<file path="src/rtl/fp_div_iter.sv">
// fp_div_iter: iterative IEEE-754 divider, restoring radix-2 mantissa loop.
// RNE rounding, DAZ/FTZ, special operands resolved at accept.
module fp_div_iter #(
   parameter int EXP_W = 5,
   parameter int MAN_W = 10
) (
   input  logic                       clk,
   input  logic                       rst_n,
   input  logic                       in_valid,
   output logic                       in_ready,
   input  logic [EXP_W+MAN_W:0]       a,
   input  logic [EXP_W+MAN_W:0]       b,
   output logic                       out_valid,
   input  logic                       out_ready,
   output logic [EXP_W+MAN_W:0]       result,
   output logic [4:0]                 flags
);
   localparam int W    = 1 + EXP_W + MAN_W;
   localparam int QW   = MAN_W + 3;
   localparam int EW   = EXP_W + 2;
   localparam int CW   = $clog2(QW);
   localparam int BIAS = (1 << (EXP_W - 1)) - 1;
   localparam logic [EW-1:0] E_MAX = EW'((1 << EXP_W) - 1);
   localparam logic [CW-1:0] C_END = CW'(QW - 1);

   typedef enum logic [1:0] {IDLE, DIVIDE, ROUND, DONE} state_t;
   state_t state, state_nx;

   logic             sgn;
   logic             byp;
   logic [EW-1:0]    exp_r;
   logic [MAN_W:0]   mb;
   logic [MAN_W+1:0] rem;
   logic [QW-1:0]    quo;
   logic [CW-1:0]    cnt;

   logic             a_s, b_s, s_in;
   logic [EXP_W-1:0] a_e, b_e;
   logic [MAN_W-1:0] a_f, b_f;
   logic             a_nan, b_nan, a_inf, b_inf, a_zero, b_zero;

   assign a_s = a[W-1];
   assign b_s = b[W-1];
   assign a_e = a[W-2:MAN_W];
   assign b_e = b[W-2:MAN_W];
   assign a_f = a[MAN_W-1:0];
   assign b_f = b[MAN_W-1:0];
   assign s_in = a_s ^ b_s;

   assign a_nan  = (&a_e) && (|a_f);
   assign b_nan  = (&b_e) && (|b_f);
   assign a_inf  = (&a_e) && !(|a_f);
   assign b_inf  = (&b_e) && !(|b_f);
   // exponent zero covers subnormals as well (DAZ)
   assign a_zero = (a_e == '0);
   assign b_zero = (b_e == '0);

   localparam logic [W-1:0] QNAN =
      {1'b0, {EXP_W{1'b1}}, 1'b1, {(MAN_W-1){1'b0}}};

   logic         sp_hit;
   logic [W-1:0] sp_res;
   logic [4:0]   sp_flg;

   always_comb begin
      sp_hit = 1'b1;
      sp_res = '0;
      sp_flg = '0;
      priority case (1'b1)
         a_nan || b_nan: begin
            sp_res    = QNAN;
            sp_flg[4] = (a_nan && !a_f[MAN_W-1]) ||
                        (b_nan && !b_f[MAN_W-1]);
         end
         (a_inf && b_inf) || (a_zero && b_zero): begin
            sp_res = QNAN;
            sp_flg = 5'b10000;
         end
         b_zero: begin
            sp_res = {s_in, {EXP_W{1'b1}}, {MAN_W{1'b0}}};
            sp_flg = 5'b01000;
         end
         a_inf: sp_res = {s_in, {EXP_W{1'b1}}, {MAN_W{1'b0}}};
         b_inf: sp_res = {s_in, {(W-1){1'b0}}};
         a_zero: sp_res = {s_in, {(W-1){1'b0}}};
         default: sp_hit = 1'b0;
      endcase
   end

   logic             ge;
   logic [MAN_W+1:0] diff;

   assign ge   = rem >= {1'b0, mb};
   assign diff = ge ? rem - {1'b0, mb} : rem;

   logic             hi, g, st, inc;
   logic [MAN_W:0]   m;
   logic [MAN_W+1:0] mr;
   logic [EW-1:0]    e0, e1;
   logic [MAN_W-1:0] frac;
   logic [W-1:0]     rd_res;
   logic [4:0]       rd_flg;

   always_comb begin
      hi   = quo[QW-1];
      m    = hi ? quo[QW-1:2] : quo[QW-2:1];
      g    = hi ? quo[1] : quo[0];
      st   = (hi && quo[0]) || (|rem);
      e0   = hi ? exp_r : exp_r - EW'(1);
      inc  = g && (st || m[0]);
      mr   = {1'b0, m} + (MAN_W+2)'(inc);
      e1   = mr[MAN_W+1] ? e0 + EW'(1) : e0;
      frac = mr[MAN_W+1] ? mr[MAN_W:1] : mr[MAN_W-1:0];
      rd_res = {sgn, e1[EXP_W-1:0], frac};
      rd_flg = {4'b0000, g || st};
      if (!e1[EW-1] && e1 >= E_MAX) begin
         rd_res = {sgn, {EXP_W{1'b1}}, {MAN_W{1'b0}}};
         rd_flg = 5'b00101;
      end else if (e1[EW-1] || e1 == '0) begin
         rd_res = {sgn, {(W-1){1'b0}}};
         rd_flg = 5'b00011;
      end
   end

   always_ff @(posedge clk or negedge rst_n) begin
      if (!rst_n) state <= IDLE;
      else        state <= state_nx;
   end

   always_comb begin
      state_nx = state;
      unique case (state)
         IDLE:   if (in_valid) state_nx = sp_hit ? ROUND : DIVIDE;
         DIVIDE: if (cnt == C_END) state_nx = ROUND;
         ROUND:  state_nx = DONE;
         DONE:   if (out_ready) state_nx = IDLE;
         default: state_nx = IDLE;
      endcase
   end

   assign in_ready  = (state == IDLE);
   assign out_valid = (state == DONE);

   always_ff @(posedge clk or negedge rst_n) begin
      if (!rst_n) begin
         sgn    <= 1'b0;
         byp    <= 1'b0;
         exp_r  <= '0;
         mb     <= '0;
         rem    <= '0;
         quo    <= '0;
         cnt    <= '0;
         result <= '0;
         flags  <= '0;
      end else begin
         unique case (state)
            IDLE: if (in_valid) begin
               sgn    <= s_in;
               byp    <= sp_hit;
               exp_r  <= EW'(a_e) - EW'(b_e) + EW'(BIAS);
               mb     <= {1'b1, b_f};
               rem    <= {1'b0, 1'b1, a_f};
               quo    <= '0;
               cnt    <= '0;
               result <= sp_res;
               flags  <= sp_flg;
            end
            DIVIDE: begin
               rem <= {diff[MAN_W:0], 1'b0};
               quo <= {quo[QW-2:0], ge};
               cnt <= cnt + CW'(1);
            end
            ROUND: if (!byp) begin
               result <= rd_res;
               flags  <= rd_flg;
            end
            default: ;
         endcase
      end
   end
endmodule

</file>
<file path="config.mk">
export PLATFORM = sky130hd
export DESIGN_NAME = fp_div_iter
export DESIGN_NICKNAME = d
export VERILOG_FILES = /design/src/rtl/fp_div_iter.sv
export SDC_FILE = /design/constraint.sdc
export NUM_CORES = 1
export LEC_CHECK = 0
export BUFFER_PORTS_ARGS = -buffer_cell sky130_fd_sc_hd__buf_2
export CORE_MARGIN = 4
export CORE_UTILIZATION = 64
export CTS_CLUSTER_SIZE = 8
export DETAILED_ROUTE_END_ITERATION = 10
export PLACE_DENSITY = 0.86
export RECOVER_POWER = 100
export SLEW_MARGIN = 20
export SYNTH_ARGS = -nofsm -noshare
export SYNTH_HDL_FRONTEND = slang
export SYNTH_SLANG_ARGS = --single-unit
</file>
<file path="constraint.sdc">
create_clock -name clk -period 8.85 [get_ports clk]
set_clock_uncertainty 0.15 [all_clocks]
set_input_delay 1.3275 -clock clk [delete_from_list [all_inputs] [get_ports clk]]
set_output_delay 1.3275 -clock clk [all_outputs]
set_load 0.05 [all_outputs]
</file>
* Word level (Yosys, flattened, before mapping)
Index checks and enable logic that the tools add are counted.
** Cells by class
- Reduce and logical (&&, ||, !) cells :: 38
- Multiplexer cells :: 44
- Order comparisons :: 2
- Bitwise operators :: 1
- Add/subtract/negate cells :: 7
- Eq/ne operators :: 8
** Operators by type and width (number)
- $mux W16 :: 8
- $pmux W16 S2 :: 1
- $mux W15 :: 2
- $pmux W13 S2 :: 1
- $pmux W12 S2 :: 1
- $mux W11 :: 2
- $reduce_or A10 Y1 :: 2
- $mux W4 :: 4
- $mux W7 :: 2
- $mux W13 :: 1
- $add A11 B1 Y12 :: 1
- $ge A12 B11 Y1 :: 1
- $mux W12 :: 1
- $reduce_or A12 Y1 :: 1
- $logic_and A1 B1 Y1 :: 11
- $sub A11 B11 Y11 :: 1
- $logic_not A5 Y1 :: 2
- $mux W10 :: 1
- $mux W2 :: 5
- $mux W5 :: 2
- $pmux W5 S2 :: 1
- $reduce_and A5 Y1 :: 2
- $mux W1 :: 9
- $pmux W2 S4 :: 1
- other kinds (21) :: 37
** Word-level totals
- Output and inout port bits :: 23
- Bits in registers :: 72
- Word-level logic and storage cells :: 110
- Input bits :: 36

* Logic depth before layout (Yosys ltp)
Gate-level depths: netlist (run 1).
- Word-level depth :: 12
- Mapped depth :: 16
- Depth with buffers taken out :: 13

* Worst setup path after synthesis (run 1)
No wires, ideal clock.
- Kind :: register to register
- Start point :: register quo[12]
- End point :: register result[9]
- Arrival :: 3676 ps
- Data required time :: 8574 ps
- Cell stages (with the launch flop) :: 16
- Period minus slack after synthesis :: 3952 ps
- Path buffers :: 4
- Setup time :: 126 ps
- Path slack :: 4898 ps
- Cell sequence :: dfrtp_1 > buf_4 > clkbuf_1 > clkbuf_1 > buf_1 > mux2_2 > nor2_1 > nor2_1 > ha_1 > nand2_1 > a2111o_1 > nor4_1 > o22ai_1 > a41oi_1 > nor3_4 > a221o_1
** Between the ends
- Cells in the longest elaborated chain, start to end :: 12
- Elaborated cells between the ends (all ways) :: 20
- Those cells by class :: 2 x add/sub; 1 x order compare; 9 x mux; 8 x reduce/logical
** Ends and longest elaborated chain
- start, declared :: line 34 : logic [QW-1:0] quo;
- start signal, assigned :: line 170 : quo <= {quo[QW-2:0], ge};
- parallel branches: the longest is 9 deep, another holds $add A11 B1 Y12
- $mux W15 (*) :: line 116 : if (!e1[EW-1] && e1 >= E_MAX) begin
- $mux W16 (*) :: line 173 : ROUND: if (!byp) begin
- $pmux W16 S2 (*) :: line 156 : unique case (state)
- end signal, assigned :: line 165 : result <= sp_res;
- end signal, assigned :: line 174 : result <= rd_res;
- end, declared :: line 15 : output logic [EXP_W+MAN_W:0] result,
Every way passes the cells marked *. The select of a mux whose other input is x is not followed.
A chain may end at the register's enable or synchronous reset.

==> summary.txt, run 1 <==
Run status
  – Status: complete, but fails checks
  – Failing checks: max-capacitance violations, max-slew violations

Synthesis
  – FF+latch count, synth: 72
  – Yosys warns: 0
  – Most used DFF post-synth: dfrtp_1
  – Post-synth top cells: dfrtp_1, nand2_1, o21ai_0, nor2_1, inv_1
  – Post-synth EDFFs: 0
  – Ranking of synthesized cells by area: dfrtp_1, ha_1, o21ai_0
  – Area share of the largest cell type after synthesis: 34.6%
  – Syn Inst Count: 605
  – Syn Area/Cell: 8.61 µm²
  – Seq/Total Area, Yosys: 34.6%
  – Yosys top cell by area: dfrtp_1
  – Post-synth ARST share: 100%
  – Mapped cell area: 5210 µm²
  – Syn nets: 670
  – Most frequent cell after synthesis: dfrtp_1
  – Unique masters post-synth: 67

Finish
  – Fraction of layout cells with a size suffix above 1: 10.4%
  – Area Overhead vs Synth: 8.34%
  – Final std cells w/o fill: 755
  – Final instance area: 5640 µm²
  – # nets final: 714
  – Final core occ: 72.3%
  – # diodes: 0
  – Fill cells: 631

Place
  – Placed cells: 740
  – Pre-CTS setup slack: 5260 ps
  – HPWL after DPL: 9910 µm
  – Port Buf Inserts: 58
  – Gpl congestion: 0.902
  – DP Area: 5540 µm²

STA
  – Hold Violations, Final: 0
  – Setup tns final: 0 ps
  – Tcrit/Tclk final: 53.8%
  – Final Slew Violations: 73
  – Slew @ Worst Pin: 3900 ps
  – Max-slew headroom: -160%
  – Fmax: 210 MHz
  – RSZ-0062 raised after global routing: false
  – Crit path time final: 4760 ps
  – Final setup vio count: 0
  – Setup ws final: 4090 ps

Drt
  – Total number of vias: 4700
  – DRC Markers: 0
  – Routed Antenna Nets: 0
  – 1st-iter DRT viols: 382
  – DR WL/cell: 17.4 µm
  – Drt pass-1 iters: 5
  – WL final: 13200 µm
  – Post-DR vias/cell: 6.23

Clocking
  – CTS tree: done
  – Maximum clock path buffer count: 2
  – Worst-skew pair later-pin latency: 360 ps
  – Hold buffers post-CTS: 0
  – Htree depth: 3
  – CTS Buf Count: 9
  – Clk sinks: 72
  – Resized Gates After CTS: 0
  – Clock transition at the registers of the reported paths: 80 ps
  – CTS root buf: clkbuf_8
  – Setup Fix Bufs, Post-CTS: 0

Setup path
  – WP depth: 2
  – Top delay family on crit path: buffers and inverters
  – CP bufs+invs: 2
  – Slowest CP cell: clkbuf_1
  – R2r setup slk: 4150 ps
  – Startpoint Class: input pin
  – Worst-path cell chain: buf_2 > clkbuf_1
  – Crit path DAT: 4180 ps
  – Max FO, Critical Path: 72
  – CP startpoint: rst_n
  – Register-to-Register Path Depth: 11
  – CP required: 8270 ps
  – CP max stage delay: 2730 ps
  – R2r endpoint: result[6]
  – CP Capture Type: asynchronous set/reset pin
  – CP endpoint: cnt[3]
  – Crit path kind: input pin to asynchronous set/reset pin
  – Start of the worst register-to-register path: quo[12]

Die
  – Total core area: 7810 µm²
  – Starting density of the core: 66.7%
  – Die width: 98.2 µm
  – Ports: 59
  – FP Rows: 32
  – Die Height: 98.2 µm
  – Die footprint: 9650 µm²

Global route
  – First-pass GRT wire length: 22600 µm
  – Total Routing Usage GR: 28.3%
  – Initial antenna violation count: 0
  – Vias in the first global route: 4655
  – Largest net degree at the start of global routing: 73
  – Aggregate global routing overflow: 0

Pwr
  – Worst vdd ir: 0.000249 V
  – Leakage power total: 2.47 nW
  – Cell Pwr Density: 355 nW/µm²

Worst hold path
  – Class of the worst hold path: flip-flop to flip-flop

Run
  – Max-capacitance violation count: 2
[flip-flops by register name, indices dropped and copies added, names as in the netlist]
signal / count
byp: 1
cnt: 4
exp_r: 7
flags: 5
mb: 11
quo: 13
rem: 12
result: 16
sgn: 1
state: 2
[layer usage]
metal	vias up	part of all wire (%)	global-route usage (%)
li1	2283	-	-
met5	-	0	0
met4	0	1.9	8.72
met3	28	5.3	3.79
met1	2221	44	39.0
met2	168	49	46.8
[cell type report]
| type | count | area (µm²) | area share [%] |
|---|---|---|---|
| tap | 102 | 128 | 2.26 |
| clock inverter | 5 | 33.8 | 0.599 |
| multi-input combinational | 466 | 3120 | 55.3 |
| clock buffer | 10 | 138 | 2.44 |
| timing repair buffer | 63 | 284 | 5.03 |
| inverter | 37 | 139 | 2.46 |
| sequential | 72 | 1800 | 31.9 |
[how the worst min path moves through the flow]
stage	from	end	slack [ps]	cells after the start
after floorplan	mb[10]	mb[10]	270	2
after global placement	mb[10]	mb[10]	290	2
after detailed placement	mb[10]	mb[10]	300	2
after CTS	mb[10]	mb[10]	320	2
after global routing	mb[10]	mb[10]	350	2
final	mb[10]	mb[10]	310	2
[through the flow]
stage / power, mW / hold WS, ps
2_1_floorplan: 1.49 / 268
3_3_place_gp: 1.73 / 293
3_5_place_dp: 1.77 / 303
4_1_cts: 2.01 / 322
5_1_grt: 2.17 / 347
6_report: 2.00 / 312
[where the power goes]
part	switching, mW	total, mW	internal, mW
combinational	0.768	1.22	0.450
sequential	0.116	0.547	0.431
clock	0.131	0.238	0.107
[cells in the final DEF (no fill, tap or decap), types with 7 or more instances in the layout]
cell and n:
dfrtp_1 72, nor3_1 11, xor2_1 8, buf_2 32, o211ai_1 7, a21o_1 8, nand3_1 20, nor4_1 11
clkbuf_1 29, nand4_1 10, nand2_1 66, inv_1 37, and3_1 9, clkbuf_8 10, mux2i_1 13, nor2b_1 9
or3_1 7, a22o_1 15, xnor2_1 26, ha_1 27, nor2_1 42, o21ai_0 59, a21oi_1 24, mux2_2 12
[kinds of logic (layout without fill, tap and decap cells)]
kind of cell / count (synthesis) / in the layout / share of synthesized area (%)
DFF: 72 / 72 / 34.6
adders and majority gates: 29 / 29 / 7.25
buffers and inverters: 67 / 115 / 5.09
muxes: 26 / 26 / 5.31
AOI/OAI and AO/OA: 164 / 164 / 21.4
and+or+nand+nor: 213 / 213 / 20.7
xor gates and xnor gates: 34 / 34 / 5.72
Note: power is estimated with default switching activity, not from simulation.
==> run 2, diff against run 1 <==
--- a/config.mk
+++ b/config.mk
@@ -7,10 +7,10 @@
 export LEC_CHECK = 0
 export BUFFER_PORTS_ARGS = -buffer_cell sky130_fd_sc_hd__buf_2
 export CORE_MARGIN = 4
-export CORE_UTILIZATION = 64
+export CORE_UTILIZATION = 54
 export CTS_CLUSTER_SIZE = 8
 export DETAILED_ROUTE_END_ITERATION = 10
-export PLACE_DENSITY = 0.86
+export PLACE_DENSITY = 0.77
 export RECOVER_POWER = 100
 export SLEW_MARGIN = 20
 export SYNTH_ARGS = -nofsm -noshare
==> constraint.sdc (replaced) <==
create_clock -name clk -period 4.15 [get_ports clk]
set_clock_uncertainty 0.15 [all_clocks]
set_input_delay 0.6225 -clock clk [delete_from_list [all_inputs] [get_ports clk]]
set_output_delay 0.6225 -clock clk [all_outputs]
set_load 0.05 [all_outputs]
==> run 2 against run 1 <==
The run still ends with max-capacitance violations, max-slew violations left. Combinational power up 110%. Cell count up 4.1%. Design area up 1.5%. Total power up 120%. Sequential power up 110%. Critical path type is now flip-flop to flip-flop. Clock power up 130%. Global-route usage down 5.4 points. First-iteration DRC count down 25%. Via count up 0.36%. Worst hold slack worse by 87 ps. Flip-flop and latch count unchanged.
==> summary.txt, run 2 (synthesis results as in run 1) <==
Pwr
  – Leakage power total: 2.49 nW (was 2.47 nW)
  – Internal power: 2.16 mW (was 988 µW)
  – NetSw: 2.15 mW (was 1.01 mW)
  – Clock group share of total power: 12.9% (was 11.9%)
  – Cell Pwr Density: 752 nW/µm² (was 355 nW/µm²)
  – Flop pwr share: 27.0% (was 27.3%)
  – Worst vdd ir: 0.000435 V (was 0.000249 V)
  – Sw frac: 49.8% (was 50.7%)
  – Combinational Power Share: 60.1% (was 60.8%)

Setup path
  – R2r endpoint: result[9] (was result[6])
  – Slowest CP cell: dfrtp_1 (was clkbuf_1)
  – CP required: 4230 ps (was 8270 ps)
  – CP max stage delay: 560 ps (was 2730 ps)
  – R2r setup slk: 530 ps (was 4150 ps)
  – CP Capture Type: flip-flop (was asynchronous set/reset pin)
  – Register-to-Register Path Depth: 11 (unchanged)
  – Worst-path cell chain: inv_1 > ha_1 > mux2i_1 > ha_1 > xnor2_1 > or4_1 > a21oi_1 > o211ai_1 > a211oi_1 > nor3_2 > a221o_1 (was buf_2 > clkbuf_1)
  – Crit path kind: flip-flop to flip-flop (was input pin to asynchronous set/reset pin)
  – Worst path most repeated cell: ha_1
  – Max FO, Critical Path: 14 (was 72)
  – Start of the worst register-to-register path: exp_r[0] (was quo[12])
  – Startpoint Class: flip-flop (was input pin)
  – Crit path DAT: 3710 ps (was 4180 ps)

Drt
  – 1st-iter DRT viols: 286 (was 382)
  – Post-DR vias/cell: 6.00 (was 6.23)
  – Total number of vias: 4717 (was 4700)
  – Routed Antenna Nets: 0 (unchanged)
  – Drt pass-1 iters: 5 (unchanged)
  – WL final: 12500 µm (was 13200 µm)
  – DRC Markers: 0 (unchanged)
  – DR WL/cell: 15.9 µm (was 17.4 µm)

Die
  – Die width: 106 µm (was 98.2 µm)
  – Total core area: 9330 µm² (was 7810 µm²)
  – Ports: 59 (unchanged)
  – FP Rows: 35 (was 32)
  – Starting density of the core: 55.8% (was 66.7%)
  – Die Height: 106 µm (was 98.2 µm)
  – Die footprint: 11300 µm² (was 9650 µm²)

Place
  – Placed cells: 770 (was 740)
  – HPWL after DPL: 9720 µm (was 9910 µm)
  – Gpl congestion: 0.914 (was 0.902)
  – Port Buf Inserts: 58 (unchanged)

Global route
  – M3 GR Usage: 3.76% (was 3.79%)
  – Total Routing Usage GR: 22.9% (was 28.3%)
  – Routing usage on met2: 35.0% (was 46.8%)
  – Gr busiest metal: met2 (unchanged)
  – Largest net degree at the start of global routing: 36 (was 73)
  – GR Util met1: 33.2% (was 39.0%)
  – Vias in the first global route: 4429 (was 4655)
  – Initial antenna violation count: 0 (unchanged)
  – Aggregate global routing overflow: 0 (unchanged)
  – First-pass GRT wire length: 21200 µm (was 22600 µm)

STA
  – Slew @ Worst Pin: 1850 ps (was 3900 ps)
  – Fmax: 276 MHz
  – Max-slew headroom: -23.2% (was -160%)
  – Tcrit/Tclk final: 87.3%
  – RSZ-0062 raised after global routing: false (unchanged)
  – Worst Hold Slack: 225 ps (was 312 ps)
  – Crit path time final: 3620 ps
  – Setup tns final: 0 ps (unchanged)
  – Final Slew Violations: 36 (was 73)
  – Hold Violations, Final: 0 (unchanged)
  – Final setup vio count: 0 (unchanged)

Clocking
  – CTS root buf: clkbuf_8 (unchanged)
  – CTS Buf Count: 9 (unchanged)
  – Clk sinks: 72 (unchanged)
  – Maximum clock path buffer count: 2 (unchanged)
  – Resized Gates After CTS: 0 (unchanged)
  – CTS tree: done (unchanged)
  – Clock transition at the registers of the reported paths: 90 ps (was 80 ps)
  – Htree depth: 3 (unchanged)
  – Worst-skew pair later-pin latency: 360 ps (about the same)
  – Hold buffers post-CTS: 0 (unchanged)
  – Setup Fix Bufs, Post-CTS: 0 (unchanged)

Finish
  – Commonest cells after routing, fill and taps aside: dfrtp_1, nand2_1, o21ai_0 (unchanged)
  – Max FFs per register: 16 (unchanged)
  – Top Registers: result (16), quo (13), rem (12) (unchanged)
  – Multi-input combinational cell area: 3120 µm² (about the same)
  – Register area: 1800 µm² (unchanged)
  – Largest Register: result (unchanged)
  – Area Overhead vs Synth: 9.92% (was 8.34%)
  – # nets final: 717 (was 714)
  – Most common cell after layout, fill and taps aside: dfrtp_1 (unchanged)
  – # diodes: 0 (unchanged)
  – Fraction of layout cells with a size suffix above 1: 11.4% (was 10.4%)
  – Fill cells: 842 (was 631)
  – Final std cells w/o fill: 786 (was 755)

Worst hold path
  – Class of the worst hold path: input pin to asynchronous set/reset pin (was flip-flop to flip-flop)

Run status
  – Status: complete, but fails checks (unchanged)
  – Failing checks: max-capacitance violations, max-slew violations (unchanged)

Run
  – Max-capacitance violation count: 1 (was 2)
[run 2: power groups by stage]
stage	Combinational, mW	Sequential, mW	Clock (mW)
global route	2.90	1.19	0.597
CTS	2.63	1.16	0.566
global placement	2.57	1.16	0
finish	2.59	1.16	0.555
floorplan	1.99	1.19	0
detailed placement	2.62	1.17	0
[run 2: area by class of cell]
| class | instances | share of cell area [%] |
|---|---|---|
| clock buffers | 9 | 2.16 |
| clock inverters | 7 | 1.25 |
| inverters | 37 | 2.43 |
| multi-input cells | 466 | 54.5 |
| flip-flops and latches | 72 | 31.5 |
| well taps | 129 | 2.82 |
| repair buffers | 66 | 5.33 |
[run 2: per-layer routing]
layer | wire length [µm] | share of wire (%)
met1 | 6010 | 48
met2 | 5570 | 45
met3 | 688 | 5.5
met4 | 234 | 1.9
met5 | 0 | 0
[run 2: how the worst max path moves through the flow]
stage / startpoint / to / slack [ps] / depth (start not counted)
after floorplan: quo[12] / result[9] / 200 / 15
after global placement: exp_r[0] / result[13] / 790 / 9
after detailed placement: exp_r[0] / result[9] / 700 / 11
after CTS: exp_r[0] / result[9] / 670 / 11
after global routing: exp_r[0] / result[9] / 250 / 11
final: exp_r[0] / result[9] / 530 / 11
[run 2: metrics by stage]
stage	power [mW]	cell area [µm²]	utilization [%]	setup slack, ps
final	4.31	5730	61.4	525
after global routing	4.69	5730	61.4	247
after CTS	4.36	5790	62.1	668
after detailed placement	3.79	5600	60.0	699
after global placement	3.73	5600	60.0	793
after floorplan	3.18	5210	-	198
[run 2: worst max-delay path, delay by kind of cell (launching register included)]
family                     cells  cell delay, ps
muxes                          1             230
adders and majority gates      2             680
buffers and inverters          1              90
and+or+nand+nor                2             600
xor gates and xnor gates       1             130
AOI/OAI and AO/OA              4            1060
DFF                            1             560
==> run 3, diff against run 2 <==
--- a/config.mk
+++ b/config.mk
@@ -10,6 +10,7 @@
 export CORE_UTILIZATION = 54
 export CTS_CLUSTER_SIZE = 8
 export DETAILED_ROUTE_END_ITERATION = 10
+export GPL_TIMING_DRIVEN = 0
 export PLACE_DENSITY = 0.77
 export RECOVER_POWER = 100
 export SLEW_MARGIN = 20
==> run 3 against run 2 <==
The flow now finishes without violations. Non-clock buffer count is 23 higher. Design area is 2.9% higher. Total power is 3.6% higher. Routed wire length is 6.1% higher. Utilization is 1.8 points higher. Largest power group unchanged.
==> summary.txt, run 3 (synthesis results as in run 1) <==
Run status
  – Status: finished clean (was complete, but fails checks)

Pwr
  – Worst vdd ir: 0.000371 V (was 0.000435 V)
  – Total power: 4.46 mW (was 4.31 mW)
  – Leakage power total: 2.56 nW (was 2.49 nW)
  – Cell Pwr Density: 757 nW/µm² (was 752 nW/µm²)

Place
  – Gpl congestion: 0.933 (was 0.914)
  – HPWL after DPL: 10300 µm (was 9720 µm)
  – Port Buf Inserts: 58 (unchanged)
  – DP Area: 5690 µm² (was 5600 µm²)
  – Pre-CTS setup slack: -611 ps (was 699 ps)

Drt
  – Post-DR vias/cell: 6.04 (was 6.00)
  – Routed Antenna Nets: 0 (unchanged)
  – WL final: 13300 µm (was 12500 µm)
  – Drt pass-1 iters: 5 (unchanged)
  – 1st-iter DRT viols: 306 (was 286)
  – DR WL/cell: 16.4 µm (was 15.9 µm)
  – DRC Markers: 0 (unchanged)
  – Total number of vias: 4889 (was 4717)

Clocking
  – Clk sinks: 72 (unchanged)
  – Htree depth: 3 (unchanged)
  – CTS Buf Count: 9 (unchanged)
  – CTS tree: done (unchanged)
  – Setup Fix Bufs, Post-CTS: 0 (unchanged)
  – Worst-skew pair later-pin latency: 360 ps (about the same)
  – Clock transition at the registers of the reported paths: 80 ps (was 90 ps)
  – Maximum clock path buffer count: 2 (unchanged)
  – CTS root buf: clkbuf_8 (unchanged)

Global route
  – Largest net degree at the start of global routing: 56 (was 36)
  – Vias in the first global route: 4615 (was 4429)
  – Total Routing Usage GR: 24.1% (was 22.9%)
  – First-pass GRT wire length: 22300 µm (was 21200 µm)
  – Initial antenna violation count: 0 (unchanged)
  – Aggregate global routing overflow: 0 (unchanged)

Finish
  – Largest Register: result (unchanged)
  – Final core occ: 63.2% (was 61.4%)
  – Top Registers: result (16), quo (13), rem (12) (unchanged)
  – Max FFs per register: 16 (unchanged)
  – # nets final: 740 (was 717)
  – Fill cells: 828 (was 842)
  – Most common cell after layout, fill and taps aside: dfrtp_1 (unchanged)
  – Commonest cells after routing, fill and taps aside: dfrtp_1, nand2_1, o21ai_0 (unchanged)
  – Area Overhead vs Synth: 13.1% (was 9.92%)
  – Fraction of layout cells with a size suffix above 1: 12.2% (was 11.4%)
  – # diodes: 0 (unchanged)
  – Final instance area: 5890 µm² (was 5730 µm²)

STA
  – Crit path time final: 3870 ps (was 3620 ps)
  – Final setup vio count: 0 (unchanged)
  – Max-slew headroom: 7.02% (was -23.2%)
  – Setup ws final: 279 ps (was 525 ps)
  – Tcrit/Tclk final: 93.3% (was 87.3%)
  – Hold Violations, Final: 0 (unchanged)
  – RSZ-0062 raised after global routing: false (unchanged)
  – Setup tns final: 0 ps (unchanged)
  – Slew @ Worst Pin: 1390 ps (was 1850 ps)
  – Fmax: 258 MHz (was 276 MHz)
  – Final Slew Violations: 0 (was 36)

Die
  – Ports: 59 (unchanged)
  – FP Rows: 35 (unchanged)
  – Die width: 106 µm (unchanged)
  – Total core area: 9330 µm² (unchanged)
  – Die footprint: 11300 µm² (unchanged)
  – Die Height: 106 µm (unchanged)
  – Starting density of the core: 55.8% (unchanged)

Setup path
  – CP required: 4240 ps (was 4230 ps)
  – Register-to-Register Path Depth: 14 (was 11)
  – CP Capture Type: flip-flop (unchanged)
  – Crit path kind: flip-flop to flip-flop (unchanged)
  – Crit path DAT: 3970 ps (was 3710 ps)
  – Startpoint Class: flip-flop (unchanged)
  – Max FO, Critical Path: 19 (was 14)

Worst hold path
  – Worst Hold Depth: 2
  – Class of the worst hold path: flip-flop to flip-flop (was input pin to asynchronous set/reset pin)

Run
  – Max-capacitance violation count: 0 (was 1)
-- run 3: cell types whose count changed in the layout (fill, tap and decap cells not counted), sizes merged --
cell / delta
clkbuf: +22
clkinv: +1
clkinvlp: -1
dlygate4sd3: +1
-- run 3: metrics by stage --
stage / hold slack, ps / cells
3_3_place_gp: 305 / 792
2_1_floorplan: 177 / 605
4_1_cts: 323 / 809
3_5_place_dp: 304 / 793
6_report: 320 / 809
5_1_grt: 333 / 809
-- run 3: final timing paths --
check,start,to,slack [ps]
min in group asynchronous,rst_n,result[4],770
min reg2reg,mb[10],mb[10],320
max,quo[12],result[9],280
max reg2reg,quo[12],result[9],280
max in group asynchronous,rst_n,exp_r[5],1210
min,mb[10],mb[10],320
-- run 3: critical path: stages, from the launching register on --
cell and delay (ps):
dfrtp_1 380, buf_4 240, clkbuf_4 270, buf_2 280, mux2_1 200, nor2_1 40
nor2_1 80, ha_1 190, nand2_1 130, a2111o_1 550, nor4_2 360, o22ai_1 140
a41oi_2 310, nor3_4 130, a221o_1 310
-- run 3: repair_timing --
item / 4_1_cts / 5_1_grt
pin swaps: 1 / 0
endpoints found under the setup margin: 18 / 1
resized for setup: 7 / 1
hold buffers: 1 / 0
endpoints found under the hold margin: 17 / 0
-- run 3: per-layer routing --
layer	GRT usage [%]	wire length (µm)	up-vias
li1	-	-	2350
met1	35.4	6140	2320
met2	36.6	5910	189
met3	3.22	870	30
met4	7.86	349	0
met5	0	0	-
-- run 3: layout make-up --
type	instances	area (µm²)	area share [%]
Multi-Input combinational cell	466	3190	54.1
Sequential cell	72	1800	30.6
Timing Repair Buffer	60	274	4.65
Tap cell	129	161	2.74
Inverter	37	139	2.36
Buffer	29	128	2.17
Clock buffer	9	124	2.10
Clock inverter	7	80.1	1.36
-- run 3: power breakdown --
group	leakage [nW]	switching, mW	internal [mW]
logic	1.54	1.77	1.01
clock network	0.0960	0.297	0.283
registers	0.927	0.185	0.918
